**config.mk**
```make
export PLATFORM = sky130hd
export DESIGN_NAME = z80fi_insn_recorder
export DESIGN_NICKNAME = d
export VERILOG_FILES = /design/src/rtl/z80fi_insn_recorder_pkg.sv /design/src/rtl/z80fi_insn_recorder_snapshot.sv /design/src/rtl/z80fi_insn_recorder.sv
export SDC_FILE = /design/constraint.sdc
export NUM_CORES = 1
export LEC_CHECK = 0
export ABC_AREA = 1
export CORE_UTILIZATION = 40
export DETAILED_ROUTE_END_ITERATION = 12
export GPL_ROUTABILITY_DRIVEN = 0
export PLACE_DENSITY = 0.71
export SYNTH_ARGS = -nofsm -noshare
export SYNTH_HDL_FRONTEND = slang
export SYNTH_SLANG_ARGS = --single-unit
```
**constraint.sdc**
```tcl
create_clock -name clk -period 1.8 [get_ports clk]
set_input_delay 0.36 -clock clk [delete_from_list [all_inputs] [get_ports clk]]
set_output_delay 0.36 -clock clk [all_outputs]
set_load 0.01 [all_outputs]
```
**src/rtl/z80fi_insn_recorder_pkg.sv**
```systemverilog
// Shared types and constants for the Z80FI instruction recorder: FSM encoding,
// default record length and the packed register-file snapshot layout.
package z80fi_insn_recorder_pkg;

    localparam int MAX_LEN_DEF = 4;
    localparam int REGS_W      = 128;

    typedef enum logic [1:0] {
        ST_IDLE    = 2'd0,
        ST_COLLECT = 2'd1,
        ST_EMIT    = 2'd2
    } state_e;

    // Field order is the register index list shared with the spec checkers
    typedef struct packed {
        logic [15:0] ip;
        logic [7:0]  f;
        logic [7:0]  a;
        logic [15:0] bc;
        logic [15:0] de;
        logic [15:0] hl;
        logic [15:0] ix;
        logic [15:0] iy;
        logic [15:0] sp;
    } z80_regs_t;

    // Byte count after an optional append, never exceeding the lane count
    function automatic logic [2:0] count_after(input logic [2:0] cnt,
                                               input logic       add,
                                               input logic [2:0] max_len);
        logic [2:0] res;
        if (add && (cnt < max_len)) begin
            res = cnt + 3'd1;
        end else begin
            res = cnt;
        end
        return res;
    endfunction

endpackage

```
**src/rtl/z80fi_insn_recorder_snapshot.sv**
```systemverilog
// Register-file snapshot: latches the packed register set on a capture strobe
// and holds it until the next strobe.
module z80fi_insn_recorder_snapshot
    import z80fi_insn_recorder_pkg::*;
(
    input  logic              clk,
    input  logic              reset,
    input  logic              capture,
    input  logic [REGS_W-1:0] d,
    output logic [REGS_W-1:0] q
);

    logic [REGS_W-1:0] snap_r;

    // Capture register with synchronous clear
    always_ff @(posedge clk) begin
        if (reset) begin
            snap_r <= {REGS_W{1'b0}};
        end else if (capture) begin
            snap_r <= d;
        end else begin
            snap_r <= snap_r;
        end
    end

    assign q = snap_r;

endmodule

```
**src/rtl/z80fi_insn_recorder.sv**
```systemverilog
// Z80FI trace producer: gathers instruction bytes between insn_start and
// insn_done, snapshots registers at both ends and emits a one-cycle record.
module z80fi_insn_recorder
    import z80fi_insn_recorder_pkg::*;
#(
    parameter int MAX_LEN = MAX_LEN_DEF
) (
    input  logic                 clk,
    input  logic                 reset,
    input  logic                 insn_start,
    input  logic                 fetch_valid,
    input  logic [7:0]           fetch_byte,
    input  logic                 insn_done,
    input  logic [15:0]          reg_ip_cur,
    input  logic [7:0]           reg_f_cur,
    input  logic [7:0]           reg_a_cur,
    input  logic [15:0]          reg_bc_cur,
    input  logic [15:0]          reg_de_cur,
    input  logic [15:0]          reg_hl_cur,
    input  logic [15:0]          reg_ix_cur,
    input  logic [15:0]          reg_iy_cur,
    input  logic [15:0]          reg_sp_cur,
    output logic                 z80fi_valid,
    output logic [8*MAX_LEN-1:0] z80fi_insn,
    output logic [2:0]           z80fi_insn_len,
    output logic [15:0]          z80fi_reg_ip_in,
    output logic [7:0]           z80fi_reg_f_in,
    output logic [7:0]           z80fi_reg_a_in,
    output logic [15:0]          z80fi_reg_bc_in,
    output logic [15:0]          z80fi_reg_de_in,
    output logic [15:0]          z80fi_reg_hl_in,
    output logic [15:0]          z80fi_reg_ix_in,
    output logic [15:0]          z80fi_reg_iy_in,
    output logic [15:0]          z80fi_reg_sp_in,
    output logic [15:0]          z80fi_reg_ip_out,
    output logic [7:0]           z80fi_reg_f_out,
    output logic [7:0]           z80fi_reg_a_out,
    output logic [15:0]          z80fi_reg_bc_out,
    output logic [15:0]          z80fi_reg_de_out,
    output logic [15:0]          z80fi_reg_hl_out,
    output logic [15:0]          z80fi_reg_ix_out,
    output logic [15:0]          z80fi_reg_iy_out,
    output logic [15:0]          z80fi_reg_sp_out,
    output logic                 z80fi_overflow
);

    localparam logic [2:0] MAX_CNT = 3'(MAX_LEN);

    state_e               state_r;
    logic                 act_r;
    logic [2:0]           cnt_r;
    logic [8*MAX_LEN-1:0] buf_r;
    logic                 valid_r;
    logic [8*MAX_LEN-1:0] insn_r;
    logic [2:0]           len_r;
    logic                 overflow_r;

    logic                 collecting_s;
    logic                 add_s;
    logic                 room_s;
    logic                 done_ok_s;
    logic [8*MAX_LEN-1:0] rec_bytes_s;
    logic [2:0]           rec_len_s;
    z80_regs_t            cur_s;
    logic [REGS_W-1:0]    in_hold_s;
    logic [REGS_W-1:0]    in_pub_s;
    logic [REGS_W-1:0]    out_pub_s;
    z80_regs_t            in_regs_s;
    z80_regs_t            out_regs_s;

    assign cur_s = '{ip: reg_ip_cur, f: reg_f_cur, a: reg_a_cur,
                     bc: reg_bc_cur, de: reg_de_cur, hl: reg_hl_cur,
                     ix: reg_ix_cur, iy: reg_iy_cur, sp: reg_sp_cur};

    // EMIT still collects when the next instruction began in the done cycle
    assign collecting_s = (state_r == ST_COLLECT) || ((state_r == ST_EMIT) && act_r);
    // A byte fetched alongside insn_start belongs to the new instruction
    assign add_s        = collecting_s && fetch_valid && !insn_start;
    assign room_s       = (cnt_r < MAX_CNT);
    assign done_ok_s    = collecting_s && insn_done && ((cnt_r != 3'd0) || add_s);
    assign rec_len_s    = count_after(cnt_r, add_s, MAX_CNT);

    // Byte-lane write decoder: merge the current byte into lane cnt_r
    always_comb begin
        rec_bytes_s = buf_r;
        if (add_s && room_s) begin
            for (int i = 0; i < MAX_LEN; i++) begin
                if (3'(i) == cnt_r) begin
                    rec_bytes_s[8*i +: 8] = fetch_byte;
                end else begin
                    rec_bytes_s[8*i +: 8] = buf_r[8*i +: 8];
                end
            end
        end else begin
            rec_bytes_s = buf_r;
        end
    end

    // Recorder FSM, byte buffer, counter, record outputs and overflow flag
    always_ff @(posedge clk) begin
        if (reset) begin
            state_r    <= ST_IDLE;
            act_r      <= 1'b0;
            cnt_r      <= 3'd0;
            buf_r      <= {(8*MAX_LEN){1'b0}};
            valid_r    <= 1'b0;
            insn_r     <= {(8*MAX_LEN){1'b0}};
            len_r      <= 3'd0;
            overflow_r <= 1'b0;
        end else begin
            valid_r <= done_ok_s;
            if (done_ok_s) begin
                insn_r <= rec_bytes_s;
                len_r  <= rec_len_s;
            end else begin
                insn_r <= insn_r;
                len_r  <= len_r;
            end

            if (insn_start) begin
                buf_r <= {{(8*MAX_LEN-8){1'b0}}, (fetch_valid ? fetch_byte : 8'h00)};
                cnt_r <= fetch_valid ? 3'd1 : 3'd0;
                act_r <= 1'b1;
            end else begin
                buf_r <= rec_bytes_s;
                cnt_r <= rec_len_s;
                act_r <= act_r && !done_ok_s;
            end

            if (add_s && !room_s) begin
                overflow_r <= 1'b1;
            end else begin
                overflow_r <= overflow_r;
            end

            case (state_r)
                ST_IDLE: begin
                    state_r <= insn_start ? ST_COLLECT : ST_IDLE;
                end
                ST_COLLECT: begin
                    state_r <= done_ok_s ? ST_EMIT : ST_COLLECT;
                end
                ST_EMIT: begin
                    if (done_ok_s) begin
                        state_r <= ST_EMIT;
                    end else if (insn_start || act_r) begin
                        state_r <= ST_COLLECT;
                    end else begin
                        state_r <= ST_IDLE;
                    end
                end
                default: begin
                    state_r <= ST_IDLE;
                end
            endcase
        end
    end

    // in_hold tracks the live instruction; in_pub/out_pub hold the published record
    z80fi_insn_recorder_snapshot u_in_hold (
        .clk(clk), .reset(reset), .capture(insn_start), .d(cur_s), .q(in_hold_s)
    );
    z80fi_insn_recorder_snapshot u_in_pub (
        .clk(clk), .reset(reset), .capture(done_ok_s), .d(in_hold_s), .q(in_pub_s)
    );
    z80fi_insn_recorder_snapshot u_out_pub (
        .clk(clk), .reset(reset), .capture(done_ok_s), .d(cur_s), .q(out_pub_s)
    );

    assign in_regs_s  = z80_regs_t'(in_pub_s);
    assign out_regs_s = z80_regs_t'(out_pub_s);

    assign z80fi_valid      = valid_r;
    assign z80fi_insn       = insn_r;
    assign z80fi_insn_len   = len_r;
    assign z80fi_overflow   = overflow_r;
    assign z80fi_reg_ip_in  = in_regs_s.ip;
    assign z80fi_reg_f_in   = in_regs_s.f;
    assign z80fi_reg_a_in   = in_regs_s.a;
    assign z80fi_reg_bc_in  = in_regs_s.bc;
    assign z80fi_reg_de_in  = in_regs_s.de;
    assign z80fi_reg_hl_in  = in_regs_s.hl;
    assign z80fi_reg_ix_in  = in_regs_s.ix;
    assign z80fi_reg_iy_in  = in_regs_s.iy;
    assign z80fi_reg_sp_in  = in_regs_s.sp;
    assign z80fi_reg_ip_out = out_regs_s.ip;
    assign z80fi_reg_f_out  = out_regs_s.f;
    assign z80fi_reg_a_out  = out_regs_s.a;
    assign z80fi_reg_bc_out = out_regs_s.bc;
    assign z80fi_reg_de_out = out_regs_s.de;
    assign z80fi_reg_hl_out = out_regs_s.hl;
    assign z80fi_reg_ix_out = out_regs_s.ix;
    assign z80fi_reg_iy_out = out_regs_s.iy;
    assign z80fi_reg_sp_out = out_regs_s.sp;

endmodule

```
==> impl_metrics.tcl, run 1 <==
set metrics [dict create \
    synth_simple_gate_area_share_pct 19.3 \
    die_area_sq_um 41200 \
    drive_gt1_share_pct 7.77 \
    rows 73 \
    rsz0062_at_grt "true" \
    start_kind "flop" \
    clock_latency_ps 580 \
    first_global_vias 13800 \
    critPathRequiredTime_ps 2250 \
    cellInternalPower_uw 17800 \
    postCtsHoldBufs 0 \
    synth_top_family_by_area "simple AND/OR/NAND/NOR gates" \
    r2r_start "cnt_r[0]" \
    p_sw_share_pct 23.7 \
    path_cells "inv_1, ha_1, inv_1, nor2_4, nand2_2, nand3_4, buf_12, clkinv_8, buf_12, nor2_1, nor2_1" \
    ios 434 \
    holdPathStages 3 \
    dpl-instance-area_sq_um 21400 \
    ctsHtreeMaxLevel 2 \
    grt_overflow_total 0 \
    layout_setup_ws_ps 45.3 \
    synth_warnings 0 \
    fin_tns_setup_ps 0 \
    clk_pin_slew_ps 60 \
    hp-class "primary input to flop" \
    comb_power_share_pct 10.2 \
    wl_per_cell_microns 15.7 \
    max-cap-violations 0 \
    critical_path_peak_fanout 43 \
    post_synth_num_cell_types 23 \
    core_area_sq_um 39800 \
    regToRegSetupSlack_ps 50 \
    critPathKind "flop to flop" \
    root_buffer "clkbuf_16" \
    ys_ff_latch 459 \
    setup_viol 0 \
    cp_num_buf_inv 5 \
    min_to "z80fi_valid" \
    start_util_pct 40.6 \
    area_growth_pct 41.6 \
    p_leak_uw 0.0104 \
    syn_nets 2084 \
    critPathTopFamily "buffers and inverters" \
    synth_xor_area_share_pct 0 \
    fin_crit_sh_pct 97.5 \
    pwr-share-clk_pct 43.3 \
    tritoncts "yes" \
    synth_compound_area_share_pct 17.1 \
    numPortBuffers 433 \
    syn-cell-area_sq_um 16200 \
    switchingPower_uw 5540 \
    ctsLongestPathBuffers 3 \
    viasPerCell 4.97 \
    numCtsBuffers 48 \
    drc 0 \
    hold_start "reset" \
    hold_viol 0 \
    worst_r2r_endpoint "u_out_pub.q[93]" \
    status "complete, no violations" \
    drtIter0Drc 800 \
    grt_pass1_wl_microns 72100 \
    worst_setup_path_end_kind "flop" \
    slew_viol_final 0 \
    synth_area_per_cell_sq_um 8.35 \
    finClkSkew_ps 17.0 \
    nets 2502 \
    max_freq_ghz 0.570 \
    clock_sinks 459 \
    period_needed_ps 1750 \
    antenna_found_initial 3 \
    dp_slack_ps -197 \
    tightest_slew_ps 365 \
    die_h_microns 203 \
    irDropWorstVdd_v 0.000679 \
    yosysSeqAreaShare_pct 56.8 \
    grt_max_degree 70 \
    cpPeakStageDelay_ps 320 \
    cp.arrival_ps 2210 \
    crit_slowest_cell "dfxtp_2" \
    vias 14500 \
    synth_cells 1938 \
    postRouteAntennaNets 0 \
    seqPwrFrac_pct 46.5 \
    die_w_microns 203 \
    dpl.hpwl_microns 30900 \
    rr_worst_depth 11 \
    firstDrtPassIters 5 \
    synth_fa_ha_area_share_pct 0.387 \
    max-slew-margin-rel_pct 75.6 \
    drt_wl_total_microns 46000 \
    final_area_sq_um 22900 \
    track_usage_pct 21.6 \
    synthMuxAreaShare_pct 0 \
    powerDensity_nw_per_um2 1020 \
]
per-layer routing:
layer	vias to the layer above	track usage [%]	share of wire [%]
li1	7249	-	-
met1	6762	25.7	41
met2	411	37.0	49
met3	90	5.49	6.8
met4	2	8.62	3.4
met5	-	0	0.024
Yosys cell counts:
cell      number  share of area [%]
nor2_1       521                 12
nand3_1       61                1.9
clkbuf_2      15               0.46
nand2_4        1              0.070
nor2_4         1              0.070
dfxtp_1      459                 57
buf_1          1              0.023
o21ai_1        7               0.22
o21ai_0      260                8.0
clkbuf_1      57                1.3
buf_4          3               0.14
a22o_1       128                6.9
nand2_1      145                3.4
ha_1           5               0.39
nand4_1       42                1.6
inv_1         92                2.1
inv_2          4              0.093
o21a_1         1              0.046
clkinv_1       1              0.023
a21oi_1       61                1.9
buf_2         71                2.2
nand3_2        1              0.062
nand3_4        1               0.11
repair_timing:
item	in CTS	in global routing
cloned	0	5
gates resized for setup	293	129
setup buffers	0	2
endpoints found under the setup margin	293	271
through the flow:
stage	cells	util [%]	total power, uW	hold WS (ps)
global route	2920	57.5	24300	353
finish	2920	57.5	23400	344
detailed placement	2824	53.8	13600	459
CTS	2911	57.0	23500	298
global placement	2824	53.8	13500	457
floorplan	1938	-	12200	450
placed cells by master (no fill, tap or decap), drive strengths merged, types with 61 or more instances in the layout:
cell type	netlist	final
o21ai	267	267
inv	96	98
clkdlybuf4s50	0	139
nand2	146	146
dlygate4sd2	0	293
dfxtp	459	459
nand3	63	63
clkbuf	72	69
a22o	128	128
a21oi	61	61
buf	75	78
nor2	522	522
worst max-delay path by stage:
stage / depth (start not counted) / startpoint / end
finish: 11 / cnt_r[0] / u_out_pub.q[93]
global route: 11 / cnt_r[0] / u_out_pub.q[28]
CTS: 10 / cnt_r[0] / u_out_pub.q[74]
detailed placement: 9 / insn_start / u_out_pub.q[74]
global placement: 9 / insn_start / u_in_pub.q[14]
floorplan: 12 / cnt_r[2] / z80fi_insn[29]
area by class of cell:
class	count	area, sq um
Fill cell	3677	16900
Sequential cell	459	9190
Multi-Input combinational cell	1235	6010
Timing Repair Buffer	514	5010
Clock buffer	65	1370
Tap cell	525	657
Inverter	97	382
Clock inverter	22	268
Timing Repair inverter	1	8.76
Antenna cell	2	5.00
kinds of logic (layout without fill, tap and decap cells):
family | count (synthesis) | in the layout
other | 0 | 2
AND/OR/NAND/NOR | 773 | 773
AO/OA/AOI/OAI | 457 | 457
buffers and inverters | 244 | 699
flip-flops | 459 | 459
adder cells (fa/ha/maj) | 5 | 5
tightest hold or removal path, delay by kind of cell:
family / cells / cell delay, ps
buffers and inverters: 2 / 400
AND/OR/NAND/NOR: 1 / 110
registers in the layout, indices dropped and copies added, names as in the netlist:
signal,cells
cnt_r,3
z80fi_valid,1
act_r,1
z80fi_overflow,1
z80fi_insn,32
buf_r,32
u_in_hold.q,128
state_r,2
z80fi_insn_len,3
u_out_pub.q,128
u_in_pub.q,128
power groups by stage:
stage | clock (uW) | sequential, uW | combinational (uW)
2_1_floorplan | 0 | 11200 | 1010
3_3_place_gp | 0 | 11100 | 2460
3_5_place_dp | 0 | 11100 | 2500
4_1_cts | 10400 | 10900 | 2320
5_1_grt | 10800 | 10900 | 2600
6_report | 10100 | 10900 | 2380
Note: power is estimated with default switching activity, not from simulation.
==> run 2, diff against run 1 <==
Settings changed: CTS_CLUSTER_SIZE set to 20.
==> impl_metrics.tcl, run 2 (synthesis results as in run 1) <==
set metrics [dict create \
    numPortBuffers 433 \
    rows 73 \
    max_freq_ghz 0.569 \
    start_util_pct 40.6 \
    p_leak_uw 0.0104 \
    dpl.hpwl_microns 30900 \
    numCtsBuffers 48 \
    nets 2502 \
    drc 0 \
    grt_overflow_total 0 \
    track_usage_pct 21.6 \
    fin_crit_sh_pct 97.6 \
    ctsLongestPathBuffers 3 \
    drt_wl_total_microns 46200 \
    core_area_sq_um 39800 \
    irDropWorstVdd_v 0.000718 \
    critPathKind "flop to flop" \
    ctsHtreeMaxLevel 2 \
    max-slew-margin-rel_pct 75.7 \
    nFillCells 3688 \
    status "complete, no violations" \
    hp-class "primary input to flop" \
    critical_path_peak_fanout 43 \
    period_needed_ps 1760 \
    firstDrtPassIters 5 \
    rsz0062_at_grt "true" \
    dp.cells 2824 \
    first_global_vias 13800 \
    max-cap-violations 0 \
    cp.arrival_ps 2210 \
    critPathRequiredTime_ps 2250 \
    finClkSkew_ps 22.8 \
    grt_max_degree 70 \
    root_buffer "clkbuf_16" \
    postRouteAntennaNets 0 \
    die_area_sq_um 41200 \
    die_h_microns 203 \
    ios 434 \
    wl_per_cell_microns 15.8 \
    layout_setup_ws_ps 43.0 \
    whs_ps 338 \
    hold_viol 0 \
    tightest_slew_ps 363 \
    powerDensity_nw_per_um2 1010 \
    die_w_microns 203 \
    grt_pass1_wl_microns 72200 \
    drtIter0Drc 654 \
    final_common_cell "nor2_1" \
    clk_pin_slew_ps 60 \
    setup_viol 0 \
    antenna_found_initial 3 \
    start_kind "flop" \
    dp_slack_ps -197 \
    clock_latency_ps 580 \
    drive_gt1_share_pct 7.61 \
    area_growth_pct 41.3 \
    viasPerCell 4.99 \
    vias 14600 \
    pwr-share-clk_pct 42.8 \
    layout.cells.non_filler 2920 \
    layout_common_cells "nor2_1, dfxtp_1, dlygate4sd2_1" \
    comb_power_share_pct 10.3 \
    clock_sinks 459 \
    fin_util_pct 57.4 \
    switchingPower_uw 5530 \
    tritoncts "yes" \
    slew_viol_final 0 \
    cellInternalPower_uw 17600 \
    seqPwrFrac_pct 47.0 \
    worst_setup_path_end_kind "flop" \
    p_sw_share_pct 23.9 \
]
[run 2: path summary, 6_finish.rpt]
path | startpoint | to | slack [ps] | depth (start not counted)
setup / recovery | cnt_r[0] | u_out_pub.q[93] | 40 | 11
hold / removal | reset | z80fi_valid | 340 | 3
setup reg to reg | cnt_r[0] | u_out_pub.q[93] | 40 | 11
hold reg to reg | u_out_pub.q[8] | u_out_pub.q[8] | 470 | 2
[run 2: per-layer routing]
metal,vias up,track usage [%],wire length [microns]
li1,7250,-,-
met1,6791,25.7,19000
met2,445,36.9,22200
met3,96,5.52,3270
met4,2,8.97,1700
met5,-,0,11
[run 2: worst max-delay path, stage by stage, from the launching register on]
cell and delay (ps):
dfxtp_2 320, inv_1 100, ha_1 160, inv_1 60
nor2_4 100, nand2_2 70, nand3_4 90, buf_12 160
clkinv_8 130, buf_12 200, nor2_1 140, nor2_1 70
[run 2: power groups by stage]
stage / clock network [uW] / registers (uW) / logic (uW)
finish: 9890 / 10900 / 2370
floorplan: 0 / 11200 / 1010
global placement: 0 / 11100 / 2460
detailed placement: 0 / 11100 / 2500
CTS: 10100 / 10900 / 2320
global route: 10600 / 10900 / 2600
[run 2: through the flow]
stage	cell area, sq um	TNS [ps]	power (uW)
4_1_cts	22600	0	23300
3_5_place_dp	21400	-37270	13600
2_1_floorplan	16200	0	12200
3_3_place_gp	21400	-20730	13500
6_report	22900	0	23100
5_1_grt	22900	-835	24100
[run 2: repair_timing]
action / CTS / global route
buffers inserted: 0 / 2
hold buffers: 0 / 0
gates cloned: 0 / 5
gates resized for setup: 293 / 105
pin swaps: 0 / 0
endpoints found under the hold margin: 0 / 0
setup endpoints to repair: 293 / 270
[run 2: final cells by class]
class | instances | area (sq um) | share of cell area, %
Antenna cell | 2 | 5.00 | 0.0219
Clock buffer | 67 | 1390 | 6.10
Inverter | 97 | 382 | 1.67
Tap cell | 525 | 657 | 2.87
Clock inverter | 20 | 198 | 0.865
Multi-Input combinational cell | 1235 | 5990 | 26.2
Sequential cell | 459 | 9190 | 40.2
Timing Repair Buffer | 514 | 5020 | 22.0
Timing Repair inverter | 1 | 11.3 | 0.0493
==> run 3, diff against run 2 <==
Settings changed: HOLD_SLACK_MARGIN set to 0.15, PLACE_DENSITY 0.71 to not set, PLACE_DENSITY_LB_ADDON set to 0.08.
==> impl_metrics.tcl, run 3 (synthesis results as in run 1) <==
set metrics [dict create \
    period_needed_ps 1740 \
    seqPwrFrac_pct 45.0 \
    critical_path_peak_fanout 12 \
    max-cap-violations 0 \
    clock_sinks 459 \
    tritoncts "yes" \
    powerDensity_nw_per_um2 1030 \
    comb_power_share_pct 10.2 \
    area_growth_pct 45.1 \
    dpl-instance-area_sq_um 21500 \
    hp-class "primary input to flop" \
    die_area_sq_um 41200 \
    crit_top_cell "nor2_1" \
    final_area_sq_um 23500 \
    clock_latency_ps 570 \
    root_buffer "clkbuf_16" \
    rows 73 \
    start_kind "flop" \
    core_area_sq_um 39800 \
    crit_end "u_in_pub.q[25]" \
    hold_viol 0 \
    grt_pass1_wl_microns 71600 \
    postRouteAntennaNets 0 \
    nets 2521 \
    cellInternalPower_uw 18600 \
    p_sw_share_pct 23.0 \
    rsz0062_at_grt "true" \
    slew_viol_final 0 \
    die_h_microns 203 \
    start_util_pct 40.6 \
    final_common_cell "nor2_1" \
    worst_r2r_endpoint "u_in_pub.q[25]" \
    fin_crit_sh_pct 96.8 \
    tightest_slew_ps 471 \
    grt_overflow_total 0 \
    status "complete, no violations" \
    critPathKind "flop to flop" \
    r2r_start "cnt_r[0]" \
    antenna_found_initial 2 \
    critPathRequiredTime_ps 2250 \
    finClkSkew_ps 17.1 \
    hold_start "reg_de_cur[13]" \
    drive_gt1_share_pct 10.3 \
    cpPeakStageDelay_ps 330 \
    vias 14400 \
    die_w_microns 203 \
    p_leak_uw 0.0106 \
    setup_viol 0 \
    switchingPower_uw 5540 \
    numPortBuffers 433 \
    firstDrtPassIters 5 \
    regToRegSetupSlack_ps 60 \
    ios 434 \
    max-slew-margin-rel_pct 68.6 \
    drtIter0Drc 692 \
    clk_pin_slew_ps 60 \
    grt_max_degree 113 \
    first_global_vias 13400 \
    worst_setup_path_end_kind "flop" \
    layout_setup_ws_ps 57.3 \
    cp.arrival_ps 2200 \
    numCtsBuffers 48 \
    ctsHtreeMaxLevel 2 \
    ctsLongestPathBuffers 3 \
    dpl.hpwl_microns 31200 \
    critical_path.startpoint "cnt_r[0]" \
    fin_total_pwr_uw 24100 \
    dp_slack_ps -188 \
    viasPerCell 4.89 \
    wl_per_cell_microns 16.4 \
    track_usage_pct 21.5 \
    drt_wl_total_microns 48200 \
    drc 0 \
    max_freq_ghz 0.574 \
    layout_common_cells "nor2_1, dfxtp_1, dlygate4sd2_1" \
    rr_worst_depth 11 \
    path_cells "inv_2, ha_4, inv_1, nor2_4, nand2_2, nand3_4, clkinv_8, buf_12, clkbuf_16, nor2_1, nor2_1" \
    fin_util_pct 58.9 \
    pwr-share-clk_pct 44.8 \
    crit_slowest_cell "dfxtp_2" \
    irDropWorstVdd_v 0.000676 \
]
-- run 3: changes by cell type in the layout (fill, tap and decap cells not counted), moves of 3 or more --
cell       before  now
buf_12         27   32
buf_6           1    6
bufinv_16       3   10
clkbuf_1        8   11
clkbuf_16      53   57
clkinv_2       10    4
inv_6           4    1
nor2_1        519  463
nor2_2          0   55
o21ai_0       172  243
o21ai_1        88   24
o21ai_2         7    0
-- run 3: worst max-delay path: cells and delay by family, from the launching register on --
kind	cells	cell delay [ps]
buf+inv	5	620
simple gates	5	540
flops	1	330
fa+ha+maj	1	130
-- run 3: cell type report --
cell class	count	area, sq um
diodes	2	5.00
fillers	3731	16300
clock inverters	18	353
flip-flops and latches	459	9190
multi-input cells	1235	6130
well taps	525	657
inverters	97	382
clock buffers	68	1380
repair buffers	534	5390
-- run 3: per-stage QoR --
stage	hold WS [ps]	instances	setup TNS [ps]
2_1_floorplan	450	1938	0
3_3_place_gp	447	2828	-29180
3_5_place_dp	465	2828	-41090
4_1_cts	374	2915	0
5_1_grt	393	2938	-844
6_report	412	2938	0
-- run 3: worst min path at each step --
stage / depth (start not counted) / to / slack [ps]
3_3_place_gp: 1 / z80fi_overflow / 450
3_5_place_dp: 1 / u_in_hold.q[85] / 470
2_1_floorplan: 1 / u_in_hold.q[0] / 450
6_report: 2 / u_in_hold.q[77] / 410
5_1_grt: 2 / u_in_hold.q[19] / 390
4_1_cts: 2 / u_in_hold.q[77] / 370
-- run 3: repair_timing --
action	CTS	global route
setup buffers	0	9
hold buffers	1	0
gates resized for setup	293	97
hold endpoints to repair	1	0
pin swaps	0	1
setup endpoints to repair	294	268
cloned	0	13
-- run 3: power by group through the flow --
stage | Sequential (uW) | Combinational [uW] | Clock [uW]
final | 10900 | 2460 | 10800
after global routing | 10900 | 2700 | 11500
after CTS | 10900 | 2350 | 11000
after detailed placement | 11100 | 2530 | 0
after global placement | 11100 | 2510 | 0
after floorplan | 11200 | 1010 | 0
-- run 3: per-layer routing --
layer	share of wire (%)	vias up	GRT usage (%)
li1	-	7294	-
met1	43	6660	26.6
met2	48	364	35.9
met3	6.9	59	5.99
met4	2.0	0	7.14
met5	0	-	0
